$ cat config.mk
export PLATFORM = sky130hd
export DESIGN_NAME = sbox_rom_arbiter_flat
export DESIGN_NICKNAME = d
export VERILOG_FILES = /design/src/rtl/sbox_rom_arbiter_if.sv /design/src/rtl/sbox_rom_arbiter.sv /design/src/flat_wrapper.sv
export SDC_FILE = /design/constraint.sdc
export NUM_CORES = 1
export LEC_CHECK = 0
export ABC_CLOCK_PERIOD_IN_PS = 6050
export BUFFER_PORTS_ARGS = -buffer_cell sky130_fd_sc_hd__buf_2
export CAP_MARGIN = 20
export CORE_ASPECT_RATIO = 0.7
export CORE_UTILIZATION = 48
export CTS_CLUSTER_DIAMETER = 120
export DETAILED_ROUTE_END_ITERATION = 7
export GPL_ROUTABILITY_DRIVEN = 1
export PLACE_DENSITY = 0.76
export SYNTH_ARGS = -nofsm -noshare
export SYNTH_HDL_FRONTEND = slang
export SYNTH_SLANG_ARGS = --single-unit
export TNS_END_PERCENT = 1
$ cat constraint.sdc
create_clock -name clk -period 6.05 [get_ports clk]
set_input_delay 0.9075 -clock clk [delete_from_list [all_inputs] [get_ports clk]]
set_output_delay 0.9075 -clock clk [all_outputs]
set_load 0.02 [all_outputs]
$ cat src/rtl/sbox_rom_arbiter_if.sv
`default_nettype none
// ---------------------------------------------------------------------------
// sbox_rom_arbiter_if : requester-side bus of the shared S-Box ROM arbiter
// Revision 1.0 - initial release
// ---------------------------------------------------------------------------
interface sbox_rom_arbiter_if #(
  parameter int NREQ = 3
);
  logic [NREQ-1:0]   req;
  logic [8*NREQ-1:0] req_addr;
  logic [NREQ-1:0]   ack;
  logic [7:0]        rdata;
  logic              busy;
  logic [2:0]        grant_id;

  modport master (output req, output req_addr,
                  input  ack, input rdata, input busy, input grant_id);
  modport slave  (input  req, input req_addr,
                  output ack, output rdata, output busy, output grant_id);
endinterface
`default_nettype wire

$ cat src/rtl/sbox_rom_arbiter.sv
`default_nettype none
// ---------------------------------------------------------------------------
// sbox_rom_arbiter : round-robin arbiter sharing one external S-Box ROM
// Revision 1.0 - initial release
// ---------------------------------------------------------------------------
module sbox_rom_arbiter #(
  parameter int NREQ        = 3,
  parameter int WAIT_CYCLES = 2
) (
  input  wire logic        clk,
  input  wire logic        reset_n,
  sbox_rom_arbiter_if.slave bus,
  output logic [7:0]       o_rom_addr,
  input  wire logic [7:0]  i_rom_data,
  output logic             o_rom_ce_n,
  output logic             o_rom_oe_n
);

  generate
    if (WAIT_CYCLES < 1 || NREQ < 2 || NREQ > 8) begin : g_param_check
      $error("sbox_rom_arbiter: NREQ must be 2..8 and WAIT_CYCLES >= 1");
    end
  endgenerate

  localparam int             CW         = (WAIT_CYCLES > 1) ? $clog2(WAIT_CYCLES) : 1;
  localparam logic [CW-1:0]  C_CNT_LOAD = CW'(WAIT_CYCLES - 1);
  localparam logic [3:0]     C_NREQ     = 4'(NREQ);
  localparam logic [2:0]     C_LAST     = 3'(NREQ - 1);

  typedef enum logic [1:0] {
    S_IDLE   = 2'd0,
    S_SETUP  = 2'd1,
    S_STROBE = 2'd2,
    S_DONE   = 2'd3
  } state_t;

  state_t          r_state;
  state_t          w_state_nxt;
  logic [2:0]      r_ptr;
  logic [2:0]      r_grant;
  logic [7:0]      r_addr;
  logic            r_ce_n;
  logic            r_oe_n;
  logic [NREQ-1:0] r_ack;
  logic [7:0]      r_rdata;
  logic [CW-1:0]   r_cnt;

  logic [NREQ-1:0] w_req_rot;
  logic [2:0]      w_off;
  logic [3:0]      w_sum;
  logic [2:0]      w_winner;
  logic [7:0]      w_win_addr;
  logic [NREQ-1:0] w_ack_oh;

  always_ff @(posedge clk or negedge reset_n) begin
    if (!reset_n) r_state <= S_IDLE;
    else          r_state <= w_state_nxt;
  end

  always_comb begin
    w_state_nxt = r_state;
    case (r_state)
      S_IDLE:   if (|bus.req) w_state_nxt = S_SETUP;
      S_SETUP:  w_state_nxt = S_STROBE;
      S_STROBE: if (r_cnt == '0) w_state_nxt = S_DONE;
      S_DONE:   w_state_nxt = S_IDLE;
      default:  w_state_nxt = S_IDLE;
    endcase
  end

  // Rotate requests so the pointer lands on bit 0; lowest set bit is the winner.
  always_comb begin
    w_req_rot  = NREQ'({bus.req, bus.req} >> r_ptr);
    w_off      = '0;
    for (int j = NREQ - 1; j >= 0; j--) begin
      if (w_req_rot[j]) w_off = 3'(j);
    end
    w_sum      = {1'b0, r_ptr} + {1'b0, w_off};
    w_winner   = (w_sum >= C_NREQ) ? 3'(w_sum - C_NREQ) : w_sum[2:0];
    w_win_addr = '0;
    w_ack_oh   = '0;
    for (int j = 0; j < NREQ; j++) begin
      if (w_winner == 3'(j)) w_win_addr = bus.req_addr[8*j +: 8];
      w_ack_oh[j] = (r_grant == 3'(j));
    end
  end

  always_ff @(posedge clk or negedge reset_n) begin
    if (!reset_n) begin
      r_ptr   <= '0;
      r_grant <= '0;
      r_addr  <= '0;
      r_ce_n  <= 1'b1;
      r_oe_n  <= 1'b1;
      r_ack   <= '0;
      r_rdata <= '0;
      r_cnt   <= '0;
    end else begin
      case (r_state)
        S_IDLE: begin
          if (|bus.req) begin
            r_grant <= w_winner;
            r_addr  <= w_win_addr;
            r_ce_n  <= 1'b0;
          end
        end
        S_SETUP: begin
          r_cnt  <= C_CNT_LOAD;
          r_oe_n <= 1'b0;
        end
        S_STROBE: begin
          if (r_cnt == '0) begin
            r_rdata <= i_rom_data;
            r_ack   <= w_ack_oh;
            r_oe_n  <= 1'b1;
            r_ce_n  <= 1'b1;
          end else begin
            r_cnt <= r_cnt - 1'b1;
          end
        end
        S_DONE: begin
          r_ack <= '0;
          r_ptr <= (r_grant == C_LAST) ? 3'd0 : r_grant + 3'd1;
        end
        default: ;
      endcase
    end
  end

  assign bus.ack      = r_ack;
  assign bus.rdata    = r_rdata;
  assign bus.busy     = (r_state != S_IDLE);
  assign bus.grant_id = r_grant;
  assign o_rom_addr   = r_addr;
  assign o_rom_ce_n   = r_ce_n;
  assign o_rom_oe_n   = r_oe_n;

endmodule
`default_nettype wire

$ cat src/flat_wrapper.sv
// flat-port wrapper written by rule: the top's interface ports become plain ports
module sbox_rom_arbiter_flat 
#(
  parameter int NREQ        = 3,
  parameter int WAIT_CYCLES = 2
)
  (clk, reset_n, o_rom_addr, i_rom_data, o_rom_ce_n, o_rom_oe_n, bus_req, bus_req_addr, bus_ack, bus_rdata, bus_busy, bus_grant_id);
  sbox_rom_arbiter_if #(.NREQ(NREQ)) bus_i ();
  input  wire logic clk;
  input  wire logic reset_n;
  output logic [7:0] o_rom_addr;
  input  wire logic [7:0] i_rom_data;
  output logic o_rom_ce_n;
  output logic o_rom_oe_n;
  input wire logic [$bits(bus_i.req)-1:0] bus_req;
  input wire logic [$bits(bus_i.req_addr)-1:0] bus_req_addr;
  output wire logic [$bits(bus_i.ack)-1:0] bus_ack;
  output wire logic [$bits(bus_i.rdata)-1:0] bus_rdata;
  output wire logic [$bits(bus_i.busy)-1:0] bus_busy;
  output wire logic [$bits(bus_i.grant_id)-1:0] bus_grant_id;
  assign bus_i.req = bus_req;
  assign bus_i.req_addr = bus_req_addr;
  assign bus_ack = bus_i.ack;
  assign bus_rdata = bus_i.rdata;
  assign bus_busy = bus_i.busy;
  assign bus_grant_id = bus_i.grant_id;
  sbox_rom_arbiter #(.NREQ(NREQ), .WAIT_CYCLES(WAIT_CYCLES)) u_core (.clk(clk), .reset_n(reset_n), .bus(bus_i), .o_rom_addr(o_rom_addr), .i_rom_data(i_rom_data), .o_rom_ce_n(o_rom_ce_n), .o_rom_oe_n(o_rom_oe_n));
endmodule
* Yosys cells after proc, flatten, opt, wreduce, memory -nomap -nowiden
Cells that the tools add are included.
** Storage, ports and cells
- Flip-flop bits (word level) :: 30
- Input port bits :: 37
- Output and inout bits :: 25
- Logic and storage cells :: 58
** Cells by class
- Add/subtract/negate cells :: 4
- Order comparisons :: 1
- Equality and inequality tests :: 9
- Shift-type cells :: 1
- Multiplexer cells :: 19
- Bitwise operators :: 1
- Reduce and logical (&&, ||, !) cells :: 14
** Operator list (number)
- 8-bit two-way mux :: 3
- 2-bit two-way mux :: 5
- 2-bit AND reduction :: 5
- 3-bit two-way mux :: 3
- 2-bit case mux with 4 select lines :: 1
- 2-bit nonzero test :: 4
- 3-bit by 1-bit equality test with 1-bit output, second input constant :: 2
- 3-bit by 2-bit equality test with 1-bit output, second input constant :: 2
- 3-bit logical NOT :: 2
- 1-bit case mux with 2 select lines :: 3
- 3-bit case mux with 2 select lines :: 1
- 6-bit by 3-bit right shift with 3-bit output :: 1
- 3-bit by 2-bit adder with 4-bit output :: 1
- 2-bit equality test, second input constant :: 2
- 4-bit by 2-bit >= comparator with 1-bit output, second input constant :: 1
- 3-bit by 1-bit adder with 3-bit output, second input constant :: 1
- 1-bit two-way mux :: 3
- 3-bit AND reduction :: 1
- 3-bit OR reduction :: 1
- 3-bit by 2-bit subtractor with 3-bit output, second input constant :: 1
- 2-bit by 1-bit equality test with 1-bit output, second input constant :: 1
- 2-bit logical NOT :: 1
- 2-bit by 1-bit != test with 1-bit output, second input constant :: 1
- 2-bit != test, second input constant :: 1
- other kinds (2) :: 2

* Logic depth before layout (Yosys ltp)
- Word-level depth :: 11
- Depth in mapped cells :: 16
- Mapped depth without buffers :: 13

* Least setup slack after synthesis
OpenSTA, ideal clock, no wires.
- Path type :: in2reg
- From :: in bus_req[2]
- To :: reg u_core.r_addr[1] (netlist: u_core.o_rom_addr[1])
- Library setup time :: 0.094 ns
- Arrival :: 3.486 ns
- Required time :: 5.956 ns
- Path slack :: 2.470 ns
- Cell stages on the path :: 14
- Cells stage by stage :: nor2b_1 -> a211oi_1 -> a211oi_1 -> a31o_2 -> ha_1 -> fa_1 -> ha_1 -> nor3_1 -> a41oi_2 -> buf_6 -> buf_6 -> nor3_1 -> o21ai_0 -> a211oi_1
** Between the ends
- Word-level cells in the longest chain between the ends :: 11
** Ends and longest elaborated chain
- from (decl) :: line flat_wrapper.sv:15 : input wire logic [$bits(bus_i.req)-1:0] bus_req;
- 6-bit by 3-bit right shift with 3-bit output :: line sbox_rom_arbiter.sv:73 : w_req_rot = NREQ'({bus.req, bus.req} >> r_ptr);
- 2-bit two-way mux (3 in a row) :: line sbox_rom_arbiter.sv:76 : if (w_req_rot[j]) w_off = 3'(j);
- 3-bit by 2-bit adder with 4-bit output :: line sbox_rom_arbiter.sv:78 : w_sum = {1'b0, r_ptr} + {1'b0, w_off};
- 4-bit by 2-bit >= comparator with 1-bit output or 3-bit by 2-bit subtractor with 3-bit output (tied branches) :: line sbox_rom_arbiter.sv:79 : w_winner = (w_sum >= C_NREQ) ? 3'(w_sum - C_NREQ) : w_sum[2:0];
- 3-bit two-way mux :: line sbox_rom_arbiter.sv:79
- 3-bit logical NOT :: line sbox_rom_arbiter.sv:83 : if (w_winner == 3'(j)) w_win_addr = bus.req_addr[8*j +: 8];
- 8-bit two-way mux (3 in a row) :: line sbox_rom_arbiter.sv:83
- to (signal assigned) :: line sbox_rom_arbiter.sv:103 : r_addr <= w_win_addr;
- to (decl) :: line sbox_rom_arbiter.sv:41 : logic [7:0] r_addr;
Parallel ways exist; a longest one is shown, timed or not.
A chain may end at the register's enable or synchronous reset.

* Worst setup path after layout
Same ends and word-level chain as after synthesis.

==> impl_metrics.py <==
metrics = {
    "cts": {
        "cts.root.buffer_cell": "sky130_fd_sc_hd__clkbuf_8",
        "clk_pin_slew_ns": 0.07,
        "cts-buffers-inserted": 5,
        "htree_levels": 2,
        "worst_skew_pair.late_latency_ns": 0.29,
        "clock_tree_from_tritoncts": "built",
        "post_cts_setup_buffer_count": 0,
        "clock-sinks": 30,
        "count_of_hold_buffers_inserted_by_post_cts_repair": 0,
        "clock_tree.buffer_depth": 2,
        "cts_resized": 0,
    },
    "final_layout": {
        "layout.cells.most_common": "sky130_fd_sc_hd__buf_2",
        "final_layout_size_suffix_gt1_share_pct": 31.97,
        "final_net_count": 314,
        "areaGrowthSynthToFinish_pct": 20.19,
        "filler_cell_count": 327,
        "final_design_area_no_fill_um2": 2331,
        "antenna-diode-count": 0,
        "most_frequent_cells_in_the_layout": "sky130_fd_sc_hd__buf_2 (61), sky130_fd_sc_hd__nor2_1 (32), sky130_fd_sc_hd__dfrtp_1 (28), sky130_fd_sc_hd__a21oi_1 (19), sky130_fd_sc_hd__nor3_1 (19)",
    },
    "place": {
        "place_congestion": 0.8088,
        "placement.io_buffers": 61,
        "placement.cell_area_um2": 2236,
        "post-dp-hpwl_um": 3155,
    },
    "setup_path": {
        "path_class": "primary input to flop",
        "setup.worst_path.start_class": "primary input",
        "crit_arrival_ns": 4.51,
        "cp-end-kind": "flop",
        "cp_max_fanout": 20,
        "worstPathRequired_ns": 6.24,
    },
    "synthesis": {
        "syn_nets": 259,
        "synthesis.instances": 213,
        "cell_variety_after_synth": 36,
        "syn_avg_cell_area_um2": 9.105,
        "synth_largest_area_cell": "sky130_fd_sc_hd__dfrtp_1",
        "yosys_warnings": 0,
        "synth_sequential_area_ratio_pct": 38.84,
        "yosys_register_bits": 30,
        "yosys.area.top_type_share_pct": 36.13,
        "synth.cell_area_um2": 1939,
        "ys_top_cells_by_area": "sky130_fd_sc_hd__dfrtp_1 (36%), sky130_fd_sc_hd__nor2_1 (6.2%), sky130_fd_sc_hd__mux2_2 (5.2%), sky130_fd_sc_hd__ha_1 (5.2%), sky130_fd_sc_hd__a21oi_1 (4.9%)",
    },
    "detailed_routing": {
        "drt-pass1-iter-count": 5,
        "detail_route.drc_violations": 0,
        "detailroute.via_count": 1783,
        "antenna_left": 0,
        "wl_per_cell_um": 13.65,
        "drt-total-wl_um": 4354,
        "viasPerCell": 5.589,
        "drtIter0Drc": 68,
    },
    "flow_run": {
        "timing.max_cap.violations": 0,
    },
    "sta": {
        "layout_worst_path_cycle_share_pct": 71.29,
        "setup-tns-final_ns": 0,
        "final.setup_skew_ns": 0.007601,
        "fmax_mhz": 231.9,
        "finalHoldViolCount": 0,
        "rsz0062_at_grt": "false",
        "period_needed_ns": 4.313,
        "timing.max_slew.rel_slack_pct": 44.10,
        "slew_limit_fails": 0,
        "final-setup-viol-count": 0,
        "worst_slew_pin_slew_ns": 0.8385,
    },
    "global_routing": {
        "grtUsageTotal_pct": 21.91,
        "grt_max_degree": 31,
        "grt_first_pass_wirelength_um": 6975,
        "grt_antenna_before_repair": 0,
        "grt-ovfl-total": 0,
        "first_global_vias": 1497,
    },
    "die": {
        "core_um2": 3694,
        "num_io_pins": 62,
        "floorplan.rows": 18,
        "fp.dieH_um": 55.18,
        "die-area_um2": 4303,
        "die_width_um": 77.98,
        "start_util_pct": 52.51,
    },
    "min_path": {
        "holdCritPathClass": "flop to flop",
    },
    "outcome": {
        "run_status": "completed",
    },
}
routing by layer:
metal	wire length [µm]	share of wire (%)	GRT usage, %
met5	0	0	0
met2	1809	42	33.33
met3	329	7.6	7.049
met1	2168	50	30.11
met4	46	1.1	6.790
cell families (layout without fill, tap and decap cells):
group	count (synthesis)	count (layout)	share of synthesized area (%)
multiplexers	11	11	6.258
AO/OA/AOI/OAI	65	65	23.87
adder cells (fa/ha/maj)	9	9	6.194
buffers and inverters	21	77	5.226
AND/OR/NAND/NOR	72	72	17.36
flip-flops	30	30	38.84
XOR/XNOR	5	5	2.258
worst max-delay path, cell delays in order:
cell                       delay [ns]
sky130_fd_sc_hd__buf_2           0.12
sky130_fd_sc_hd__nor2b_1         0.15
sky130_fd_sc_hd__a211oi_1        0.23
sky130_fd_sc_hd__a211oi_1        0.08
sky130_fd_sc_hd__a31o_2          0.23
sky130_fd_sc_hd__ha_1            0.23
sky130_fd_sc_hd__fa_1            0.74
sky130_fd_sc_hd__ha_1            0.33
sky130_fd_sc_hd__inv_1           0.10
sky130_fd_sc_hd__a41oi_2         0.70
sky130_fd_sc_hd__o32a_2          0.36
sky130_fd_sc_hd__nor3_1          0.07
sky130_fd_sc_hd__a211oi_1        0.25
registers in the layout, summed over array words and instances, names as in the netlist:
name and flops:
u_core.bus.ack 3, u_core.r_state 2, u_core.bus.rdata 8, u_core.r_ptr 3
u_core.bus.grant_id 3, u_core.r_cnt 1, u_core.o_rom_oe_n 1, u_core.o_rom_ce_n 1
u_core.o_rom_addr 8
area by class of cell:
type | instances | area, µm² | share of cell area [%]
Tap cell | 50 | 62.56 | 2.684
Timing Repair Buffer | 61 | 305.3 | 13.10
Inverter | 8 | 30.03 | 1.288
Clock buffer | 6 | 82.58 | 3.543
Multi-Input combinational cell | 162 | 1085 | 46.54
Sequential cell | 30 | 753.2 | 32.31
Clock inverter | 2 | 12.51 | 0.5368
cells in the mapped netlist (all sizes together):
master / instances
ha: 8
buf: 5
a22oi: 1
nor3: 19
nor4bb: 1
fa: 1
and2b: 1
nand2b: 1
nor2b: 4
dfrtp: 28
a41oi: 1
dfstp: 2
nand3: 1
a21oi: 19
a31o: 1
o21ai: 15
xor2: 1
xnor2: 4
o211a: 8
clkbuf: 8
a211oi: 11
a22o: 6
nor3b: 1
or2b: 2
nor4b: 1
inv: 8
nand2: 9
mux2: 9
o32a: 1
o32ai: 1
mux2i: 2
nor2: 32
a31oi: 1
through the flow:
step                utilization, %  hold slack (ns)  std cells  setup slack (ns)
floorplan                        -           0.5051        213             2.470
global placement             60.54           0.4690        311             1.579
detailed placement           60.54           0.4688        311             1.452
CTS                          63.11           0.4790        319             1.749
global route                 63.11           0.4810        319             1.458
finish                       63.11           0.4764        319             1.737
worst paths after layout:
| kind | slack, ns | start | to | depth (start not counted) |
|---|---|---|---|---|
| min | 0.48 | u_core.o_rom_oe_n | u_core.o_rom_oe_n | 2 |
| max in group asynchronous | 4.96 | reset_n | u_core.o_rom_addr[7] | 1 |
| max reg2reg | 2.05 | u_core.r_ptr[0] | u_core.o_rom_addr[1] | 12 |
| min reg2reg | 0.48 | u_core.o_rom_oe_n | u_core.o_rom_oe_n | 2 |
| max | 1.74 | bus_req[2] | u_core.o_rom_addr[1] | 13 |
| min in group asynchronous | 0.66 | reset_n | u_core.bus.grant_id[0] | 1 |
Power is not shown: default switching activity piles up to over one toggle a cycle in this logic, so the estimate is an artifact.
